## src/rtl/seq_divider_hs_pkg.sv

```systemverilog
// rtl/seq_divider_hs_pkg.sv - shared types, special-result encodings and helpers for the divider
package div_pkg;

    typedef enum logic [1:0] {
        IDLE = 2'd0,
        RUN  = 2'd1,
        FIX  = 2'd2,
        DONE = 2'd3
    } div_state_t;

    // Encodings are kept wide and truncated to WIDTH where they are used.
    localparam logic [63:0] DBZ_QUOTIENT  = '1;
    localparam logic [63:0] OVF_REMAINDER = '0;

    // Magnitude of a w-bit value; unsigned operands pass through untouched.
    function automatic logic [63:0] abs_val(input logic [63:0] x, input logic is_signed,
                                            input int unsigned w);
        if (is_signed && x[w-1])
            return (64'd1 << w) - x;
        return x;
    endfunction

endpackage

```

## src/rtl/seq_divider_hs_if.sv

```systemverilog
// rtl/seq_divider_hs_if.sv - operand request and result handshake bundle
interface seq_divider_hs_if #(parameter int WIDTH = 8);
    logic             in_valid;
    logic             in_ready;
    logic [WIDTH-1:0] dividend;
    logic [WIDTH-1:0] divisor;
    logic             is_signed;
    logic             out_valid;
    logic             out_ready;
    logic [WIDTH-1:0] quotient;
    logic [WIDTH-1:0] remainder;
    logic             div_by_zero;
    logic             overflow;
    logic             busy;

    modport master (
        output in_valid, dividend, divisor, is_signed, out_ready,
        input  in_ready, out_valid, quotient, remainder, div_by_zero, overflow, busy
    );

    modport slave (
        input  in_valid, dividend, divisor, is_signed, out_ready,
        output in_ready, out_valid, quotient, remainder, div_by_zero, overflow, busy
    );
endinterface

```

## src/rtl/seq_divider_hs_step.sv

```systemverilog
// rtl/seq_divider_hs_step.sv - one combinational restoring-division iteration
module div_step #(
    parameter int WIDTH = 8
) (
    input  logic [WIDTH-1:0] rem_in,
    input  logic [WIDTH-1:0] quo_in,
    input  logic [WIDTH-1:0] dvs,
    output logic [WIDTH-1:0] rem_out,
    output logic [WIDTH-1:0] quo_out
);
    logic [WIDTH:0] shifted;
    logic [WIDTH:0] trial;

    // rem < dvs always holds, so the shifted remainder fits in WIDTH+1 bits.
    always_comb begin
        shifted = {rem_in, quo_in[WIDTH-1]};
        trial   = shifted - {1'b0, dvs};
        if (!trial[WIDTH]) begin
            rem_out = trial[WIDTH-1:0];
            quo_out = {quo_in[WIDTH-2:0], 1'b1};
        end else begin
            rem_out = shifted[WIDTH-1:0];
            quo_out = {quo_in[WIDTH-2:0], 1'b0};
        end
    end
endmodule

```

## src/rtl/seq_divider_hs.sv

```systemverilog
// rtl/seq_divider_hs.sv - iterative signed/unsigned divider with ready/valid handshakes
module seq_divider_hs
    import div_pkg::*;
#(
    parameter int WIDTH = 8
) (
    input  logic               clk,
    input  logic               rst,
    seq_divider_hs_if.slave    bus
);
    localparam int CNT_W = $clog2(WIDTH + 1);
    localparam logic [WIDTH-1:0] MIN_VAL = {1'b1, {(WIDTH-1){1'b0}}};

    div_state_t       state, state_nx;
    logic [WIDTH-1:0] rem_r, quo_r, dvs_r;
    logic [WIDTH-1:0] rem_nx, quo_nx;
    logic [WIDTH-1:0] quotient_r, remainder_r;
    logic [CNT_W-1:0] count;
    logic             quo_neg, rem_neg, dbz_r, ovf_r;
    logic             accept, is_zero, is_ovf;

    assign accept  = (state == IDLE) && bus.in_valid;
    assign is_zero = (bus.divisor == '0);
    assign is_ovf  = bus.is_signed && (bus.dividend == MIN_VAL) && (bus.divisor == '1);

    div_step #(.WIDTH(WIDTH)) u_step (
        .rem_in  (rem_r),
        .quo_in  (quo_r),
        .dvs     (dvs_r),
        .rem_out (rem_nx),
        .quo_out (quo_nx)
    );

    always_ff @(posedge clk) begin
        if (rst) state <= IDLE;
        else     state <= state_nx;
    end

    always_comb begin
        state_nx      = state;
        bus.in_ready  = 1'b0;
        bus.out_valid = 1'b0;
        bus.busy      = 1'b1;
        case (state)
            IDLE: begin
                bus.in_ready = 1'b1;
                bus.busy     = 1'b0;
                if (accept) state_nx = (is_zero || is_ovf) ? DONE : RUN;
            end
            RUN:  if (count == CNT_W'(1)) state_nx = FIX;
            FIX:  state_nx = DONE;
            DONE: begin
                bus.out_valid = 1'b1;
                if (bus.out_ready) state_nx = IDLE;
            end
            default: state_nx = IDLE;
        endcase
    end

    always_ff @(posedge clk) begin
        if (rst) begin
            rem_r       <= '0;
            quo_r       <= '0;
            dvs_r       <= '0;
            count       <= '0;
            quo_neg     <= 1'b0;
            rem_neg     <= 1'b0;
            quotient_r  <= '0;
            remainder_r <= '0;
            dbz_r       <= 1'b0;
            ovf_r       <= 1'b0;
        end else begin
            case (state)
                IDLE: if (accept) begin
                    rem_r   <= '0;
                    quo_r   <= WIDTH'(abs_val(64'(bus.dividend), bus.is_signed, WIDTH));
                    dvs_r   <= WIDTH'(abs_val(64'(bus.divisor), bus.is_signed, WIDTH));
                    count   <= CNT_W'(WIDTH);
                    quo_neg <= bus.is_signed && (bus.dividend[WIDTH-1] ^ bus.divisor[WIDTH-1]);
                    rem_neg <= bus.is_signed && bus.dividend[WIDTH-1];
                    // Special results bypass RUN and are written straight away.
                    if (is_zero) begin
                        quotient_r  <= WIDTH'(DBZ_QUOTIENT);
                        remainder_r <= bus.dividend;
                        dbz_r       <= 1'b1;
                        ovf_r       <= 1'b0;
                    end else if (is_ovf) begin
                        quotient_r  <= MIN_VAL;
                        remainder_r <= WIDTH'(OVF_REMAINDER);
                        dbz_r       <= 1'b0;
                        ovf_r       <= 1'b1;
                    end
                end
                RUN: begin
                    rem_r <= rem_nx;
                    quo_r <= quo_nx;
                    count <= count - CNT_W'(1);
                end
                FIX: begin
                    quotient_r  <= quo_neg ? -quo_r : quo_r;
                    remainder_r <= rem_neg ? -rem_r : rem_r;
                    dbz_r       <= 1'b0;
                    ovf_r       <= 1'b0;
                end
                default: ;
            endcase
        end
    end

    assign bus.quotient    = quotient_r;
    assign bus.remainder   = remainder_r;
    assign bus.div_by_zero = dbz_r;
    assign bus.overflow    = ovf_r;
endmodule

```

## src/flat_wrapper.sv

```systemverilog
// flat-port wrapper written by rule: the top's interface ports become plain ports
module seq_divider_hs_flat import div_pkg::*;
#(
    parameter int WIDTH = 8
)
  (clk, rst, bus_in_valid, bus_dividend, bus_divisor, bus_is_signed, bus_out_ready, bus_in_ready, bus_out_valid, bus_quotient, bus_remainder, bus_div_by_zero, bus_overflow, bus_busy);
  seq_divider_hs_if #(.WIDTH(WIDTH)) bus_i ();
  input  logic clk;
  input  logic rst;
  input wire logic [$bits(bus_i.in_valid)-1:0] bus_in_valid;
  input wire logic [$bits(bus_i.dividend)-1:0] bus_dividend;
  input wire logic [$bits(bus_i.divisor)-1:0] bus_divisor;
  input wire logic [$bits(bus_i.is_signed)-1:0] bus_is_signed;
  input wire logic [$bits(bus_i.out_ready)-1:0] bus_out_ready;
  output wire logic [$bits(bus_i.in_ready)-1:0] bus_in_ready;
  output wire logic [$bits(bus_i.out_valid)-1:0] bus_out_valid;
  output wire logic [$bits(bus_i.quotient)-1:0] bus_quotient;
  output wire logic [$bits(bus_i.remainder)-1:0] bus_remainder;
  output wire logic [$bits(bus_i.div_by_zero)-1:0] bus_div_by_zero;
  output wire logic [$bits(bus_i.overflow)-1:0] bus_overflow;
  output wire logic [$bits(bus_i.busy)-1:0] bus_busy;
  assign bus_i.in_valid = bus_in_valid;
  assign bus_i.dividend = bus_dividend;
  assign bus_i.divisor = bus_divisor;
  assign bus_i.is_signed = bus_is_signed;
  assign bus_i.out_ready = bus_out_ready;
  assign bus_in_ready = bus_i.in_ready;
  assign bus_out_valid = bus_i.out_valid;
  assign bus_quotient = bus_i.quotient;
  assign bus_remainder = bus_i.remainder;
  assign bus_div_by_zero = bus_i.div_by_zero;
  assign bus_overflow = bus_i.overflow;
  assign bus_busy = bus_i.busy;
  seq_divider_hs #(.WIDTH(WIDTH)) u_core (.clk(clk), .rst(rst), .bus(bus_i));
endmodule
```

## config.mk

```make
export PLATFORM = sky130hd
export DESIGN_NAME = seq_divider_hs_flat
export DESIGN_NICKNAME = d
export VERILOG_FILES = /design/src/rtl/seq_divider_hs_pkg.sv /design/src/rtl/seq_divider_hs_if.sv /design/src/rtl/seq_divider_hs_step.sv /design/src/rtl/seq_divider_hs.sv /design/src/flat_wrapper.sv
export SDC_FILE = /design/constraint.sdc
export NUM_CORES = 1
export LEC_CHECK = 0
export CAP_MARGIN = 20
export CORE_MARGIN = 2
export CORE_UTILIZATION = 60
export CTS_BUF_LIST = sky130_fd_sc_hd__clkbuf_2
export CTS_CLUSTER_SIZE = 12
export DETAILED_ROUTE_END_ITERATION = 12
export PLACE_DENSITY = 0.91
export SETUP_SLACK_MARGIN = 0.5
export SYNTH_ARGS = -nofsm -noshare
export SYNTH_HDL_FRONTEND = slang
export SYNTH_SLANG_ARGS = --single-unit
```

## constraint.sdc

```tcl
create_clock -name clk -period 5.55 [get_ports clk]
set_input_delay 1.11 -clock clk [delete_from_list [all_inputs] [get_ports clk]]
set_output_delay 1.11 -clock clk [all_outputs]
set_load 0.1 [all_outputs]
```

* Yosys cells after proc, flatten, opt, wreduce, memory -nomap -nowiden *
Cells that the tools add are included.

storage, ports and cells
  register bits after elaboration = 50
  bits in latches = 0
  RAM bits = 0
  bits in read-only memories = 0
  input port bits = 21
  memories kept = 0

operators by class
  $add $sub $neg = 6
  $mul = 0
  divide/modulo/power cells = 0
  $lt $le $gt $ge = 0
  equality and inequality tests = 10
  shift operators = 0
  multiplexer cells = 46
  bitwise logic cells = 1
  reduce and logical (&&, ||, !) cells = 15

operators by type and width
  cell                 count
  $mux 8               15
  $pmux 8 s2           4
  $mux 1               18
  $eq 8x8->1 const B   2
  $neg 8->8            2
  $sub 1x8->8 const A  2
  $sub 9x8->9          1
  $logic_not 8->1      1
  $mux 2               4
  $pmux 2 s4           1
  $pmux 4 s2           1
  $logic_and 1x1->1    6
  $reduce_and 3->1     2
  $eq 2x2->1 const B   2
  $eq 4x1->1 const B   1
  $mux 4               1
  $ne 2x1->1 const B   2
  $pmux 1 s2           2
  $reduce_and 2->1     2
  $reduce_bool 2->1    2
  $sub 4x1->4 const B  1
  $ne 3x1->1 const B   1
  $eq 2x1->1 const B   1
  $logic_not 2->1      1
  3 further kinds      3

* Logic depth before layout (Yosys ltp) *
  depth after elaboration = 8
  mapped depth = 10

* By module *
A second synthesis with hierarchy kept.

unflattened totals
  cells, all modules = 416
  area total of the unflattened synthesis = 3379.5 um^2

modules (own cells, without submodules)
  module          times used  cells each  area an instance (um^2)
  seq_divider_hs  1           351         2841.5
  div_step        1           65          538.0

* Least setup slack after synthesis *
Ideal clock, no wire load.

  kind = register to output
  start point = reg u_core.state[0]
  end point = out bus_busy
  arrival time = 1.971 ns
  path slack = 2.469 ns
  stages on the path, launching flop included = 5
  path through = dfxtp_1 > inv_1 > ha_1 > clkbuf_1 > inv_1

between the ends
  cells in the longest elaborated chain, start to end = 2

RTL lines
  item                    RTL line              text
  from (decl)             seq_divider_hs.sv:14  div_state_t state, state_nx;
  from (signal assigned)  seq_divider_hs.sv:36  else state <= state_nx;
  $logic_not 2->1         seq_divider_hs.sv:44  case (state)
  $mux 1                  seq_divider_hs.sv:44
  to (decl)               flat_wrapper.sv:21    output wire logic [$bits(bus_i.busy)-1:0] bus_busy;

Every way passes these cells.

* Worst setup path in the final report *
Same ends and word-level chain as after synthesis.

==> summary.log <==
[outcome] result of the run finished clean
[setup_path] launch point of the critical path u_core.state[0]
[cells_and_area] antenna cells 0
[synth] combined area of all synthesized cells 3310 µm²
[setup_path] Slowest-stage cell, CP clkdlybuf4s50_1
[setup_path] capture point of the worst reg-to-reg path u_core.quo_r[0]
[global_routing] aggregate global routing overflow 0
[power_and_ir_drop] worst voltage drop across the vdd grid 622 µV
[global_routing] via count of the first global-routing pass 2817
[clock_network] CTS Root Cell clkbuf_2
[power_and_ir_drop] internal portion of total power 1.02 mW
[die] starting density of the core 61.3%
[setup_path] data required time of the critical path 4.44 ns
[setup_path] Setup crit start kind flip-flop
[power_and_ir_drop] Switching Share 54.9%
[timing] final setup TNS 0 ns
[clock_network] Inserted Clock Buffers 5
[worst_hold_path] Hold Path Class flip-flop to flip-flop
[power_and_ir_drop] relative contribution of combinational cells to total power 68.6%
[clock_network] TritonCTS clock tree done
[setup_path] maximum single-stage delay on the critical path 1.16 ns
[synth] flip-flop cell with the highest count after synthesis dfxtp_1
[cells_and_area] post-route cell area 3750 µm²
[cells_and_area] NumNets Final 482
[timing] crit path setup slack, layout 1.80 ns
[power_and_ir_drop] Static Leak 1.42 nW
[timing] Achievable Freq 267 MHz
[placement] final HPWL from detailed placement 5.42 mm
[synth] synthesized netlist cell count 414
[clock_network] register clock-pin slew on the reported worst setup and hold paths 0.23 ns
[die] Horiz. Die Dim 78.3 µm
[placement] placed cell count 506
[clock_network] # Post-CTS Setup Buffers 0
[setup_path] cell breakdown of the critical path inv_1 -> ha_1 -> inv_1 -> clkdlybuf4s50_1
[placement] count of input and output buffers 41
[setup_path] critical-path maximum fanout 11
[clock_network] maximum clock insertion buffer count 2
[cells_and_area] most common cell after layout, fill and taps aside nor2_1
[cells_and_area] commonest non-fill, non-tap cells in the layout 54 x nor2_1, 50 x dfxtp_1, 42 x nand2_1
[timing] number of endpoints with negative hold slack in the final report 0
[setup_path] worst r2r src u_core.rem_r[0]
[detailed_routing] First-pass DRT Iterations 4
[clock_network] post-cts repair resize count 0
[cells_and_area] fraction of layout cells with a size suffix above 1 6.59%
[synth] nets in the synthesized netlist 455
[timing] remaining max-slew budget at the tightest pin 35.0%
[die] I/O pins 42
[detailed_routing] Vias/cell 5.87
[timing] fin crit share 67.5%
[worst_hold_path] worst hold path cell count 2
[synth] count of yosys warnings during synthesis 0
[timing] clock skew after layout 0.0145 ns
[job] max-cap violations 0
[clock_network] clk_lat worst skew 0.43 ns
[detailed_routing] DRC violation total after the first TritonRoute iteration 237
[synth] flip-flop and latch count after synthesis 50
[cells_and_area] fin util 69.4%
[power_and_ir_drop] sequential share of power 25.6%
[cells_and_area] area growth from synthesis to layout 13.2%
[setup_path] Worst path top cell family by delay buffers and inverters
[power_and_ir_drop] areal power density over the cells 601 nW/µm²
[setup_path] Critical Setup Path Class flip-flop to output pin
[timing] setup repair after global routing missed its margin no
[clock_network] hold bufs inserted after CTS 0
[cells_and_area] post-layout instance count excluding filler cells 512
[synth] part of the Yosys area used for sequential elements 30.2%
[placement] post-place setup slack 1.68 ns
[global_routing] wire length of the first global-routing pass 12.7 mm
[timing] Worst-Margin Slew 0.972 ns
[clock_network] maximum level of the CTS H-tree 2
[power_and_ir_drop] clock group share of total power 5.9%
[setup_path] critical path buffer and inverter count 3
[setup_path] total number of cells along the worst setup path 4
[power_and_ir_drop] switching power of the nets 1.24 mW
[setup_path] cell seen most often among critical-path stages inv_1
[detailed_routing] WL final 7.26 mm
[clock_network] count of clock tree sinks 50
[global_routing] maximum number of pins on one net before global-route repair 31
[global_routing] antenna violations before repair 0
[detailed_routing] wire length per cell 14.2 µm
[setup_path] Critical Path AT 2.64 ns
[detailed_routing] DRC Markers 0
[die] height of the chip 78.3 µm
[setup_path] category of the worst setup path capture point output pin
[timing] Final Slew Violations 0
[setup_path] critical path endpoint bus_busy
[synth] synth unique cells 50
[global_routing] global router's overall resource usage 25.3%
[timing] Setup Viol. Count Final 0
[synth] syn avg cell area 8.00 µm²
[die] Placement Rows 27
[setup_path] Reg2Reg Depth 8
[synth] share of synthesized registers carrying an async set or reset 0%
[die] overall die area 6130 µm²
[timing] minimum clock period 3.75 ns
[detailed_routing] total number of vias 3003
[die] area of the core 5410 µm²
[setup_path] Worst R2R Setup Slack 2.53 ns
[placement] instance area after placement 3720 µm²
[synth] number of flops mapped to enable cells by yosys 0
[placement] Final GP Congestion 0.868
[detailed_routing] DRT antenna net count 0
-- tightest hold or removal path, cell delays in order, from the launching register on --
cell and delay, ns:
dfxtp_1 0.36, nand2_1 0.05, a21oi_1 0.05
-- routing by layer --
| metal | track usage (%) | vias to the layer above | routed length [µm] | part of all wire, % |
|---|---|---|---|---|
| met5 | 0 | - | 0 | 0 |
| met4 | 8.42 | 0 | 148 | 2.0 |
| met3 | 4.14 | 16 | 379 | 5.2 |
| met2 | 41.1 | 93 | 3270 | 45 |
| met1 | 34.4 | 1393 | 3460 | 48 |
| li1 | - | 1501 | - | - |
-- flip-flops by register name, indices dropped and copies added (netlist names) --
register and cells:
u_core.quo_r 8, u_core.bus.overflow 1, u_core.count 4, u_core.bus.quotient 8, u_core.bus.div_by_zero 1, u_core.quo_neg 1
u_core.rem_neg 1, u_core.dvs_r 8, u_core.state 2, u_core.bus.remainder 8, u_core.rem_r 8
-- synthesized netlist by cell type (7+ instances only) --
master	n	area, µm²
a211oi_2	10	125
o21ai_0	17	85.1
inv_1	29	109
mux2i_1	18	180
nor3_1	7	35.0
o31ai_1	8	60.1
a21oi_1	30	150
dfxtp_1	50	1000
nand3_1	8	40.0
clkbuf_1	15	56.3
ha_1	19	238
nand2_1	42	158
a22oi_1	9	67.6
xnor2_1	21	184
a211oi_1	11	82.6
nor2_1	54	203
-- stage by stage --
step / hold slack, ns / total power, mW
finish: 0.478 / 2.25
global route: 0.506 / 2.42
CTS: 0.478 / 2.25
detailed placement: 0.453 / 2.12
global placement: 0.452 / 2.07
floorplan: 0.436 / 1.84
-- worst min-delay path by stage --
| stage | start | end | slack (ns) |
|---|---|---|---|
| after global routing | u_core.dvs_r[7] | u_core.dvs_r[7] | 0.51 |
| after floorplan | u_core.dvs_r[7] | u_core.dvs_r[7] | 0.44 |
| final | u_core.dvs_r[7] | u_core.dvs_r[7] | 0.48 |
| after CTS | u_core.dvs_r[7] | u_core.dvs_r[7] | 0.48 |
| after global placement | u_core.dvs_r[0] | u_core.dvs_r[0] | 0.45 |
| after detailed placement | u_core.dvs_r[0] | u_core.dvs_r[0] | 0.45 |
-- cell families after synthesis --
logic type               share of synthesized area, %
XOR/XNOR                                         6.88
adder cells (fa/ha/maj)                          7.78
flip-flops                                       30.2
multiplexers                                     6.12
AND/OR/NAND/NOR                                  19.4
AO/OA/AOI/OAI                                    23.0
buffers and inverters                            6.65
-- final cells by class --
cell class              count  area [µm²]
inverters                  29         109
clock buffers               5        25.0
fillers                   438        1660
well taps                  72        90.1
multi-input cells         312        2090
flip-flops and latches     50        1000
repair buffers             43         425
clock inverters             1        3.75
-- power groups by stage --
stage	clock [mW]	combinational [mW]	sequential, mW
after floorplan	0	0.978	0.864
after global placement	0	1.50	0.575
after detailed placement	0	1.53	0.583
after CTS	0.134	1.54	0.574
after global routing	0.150	1.67	0.594
final	0.132	1.54	0.576
Power figures use the tool's default switching activity.
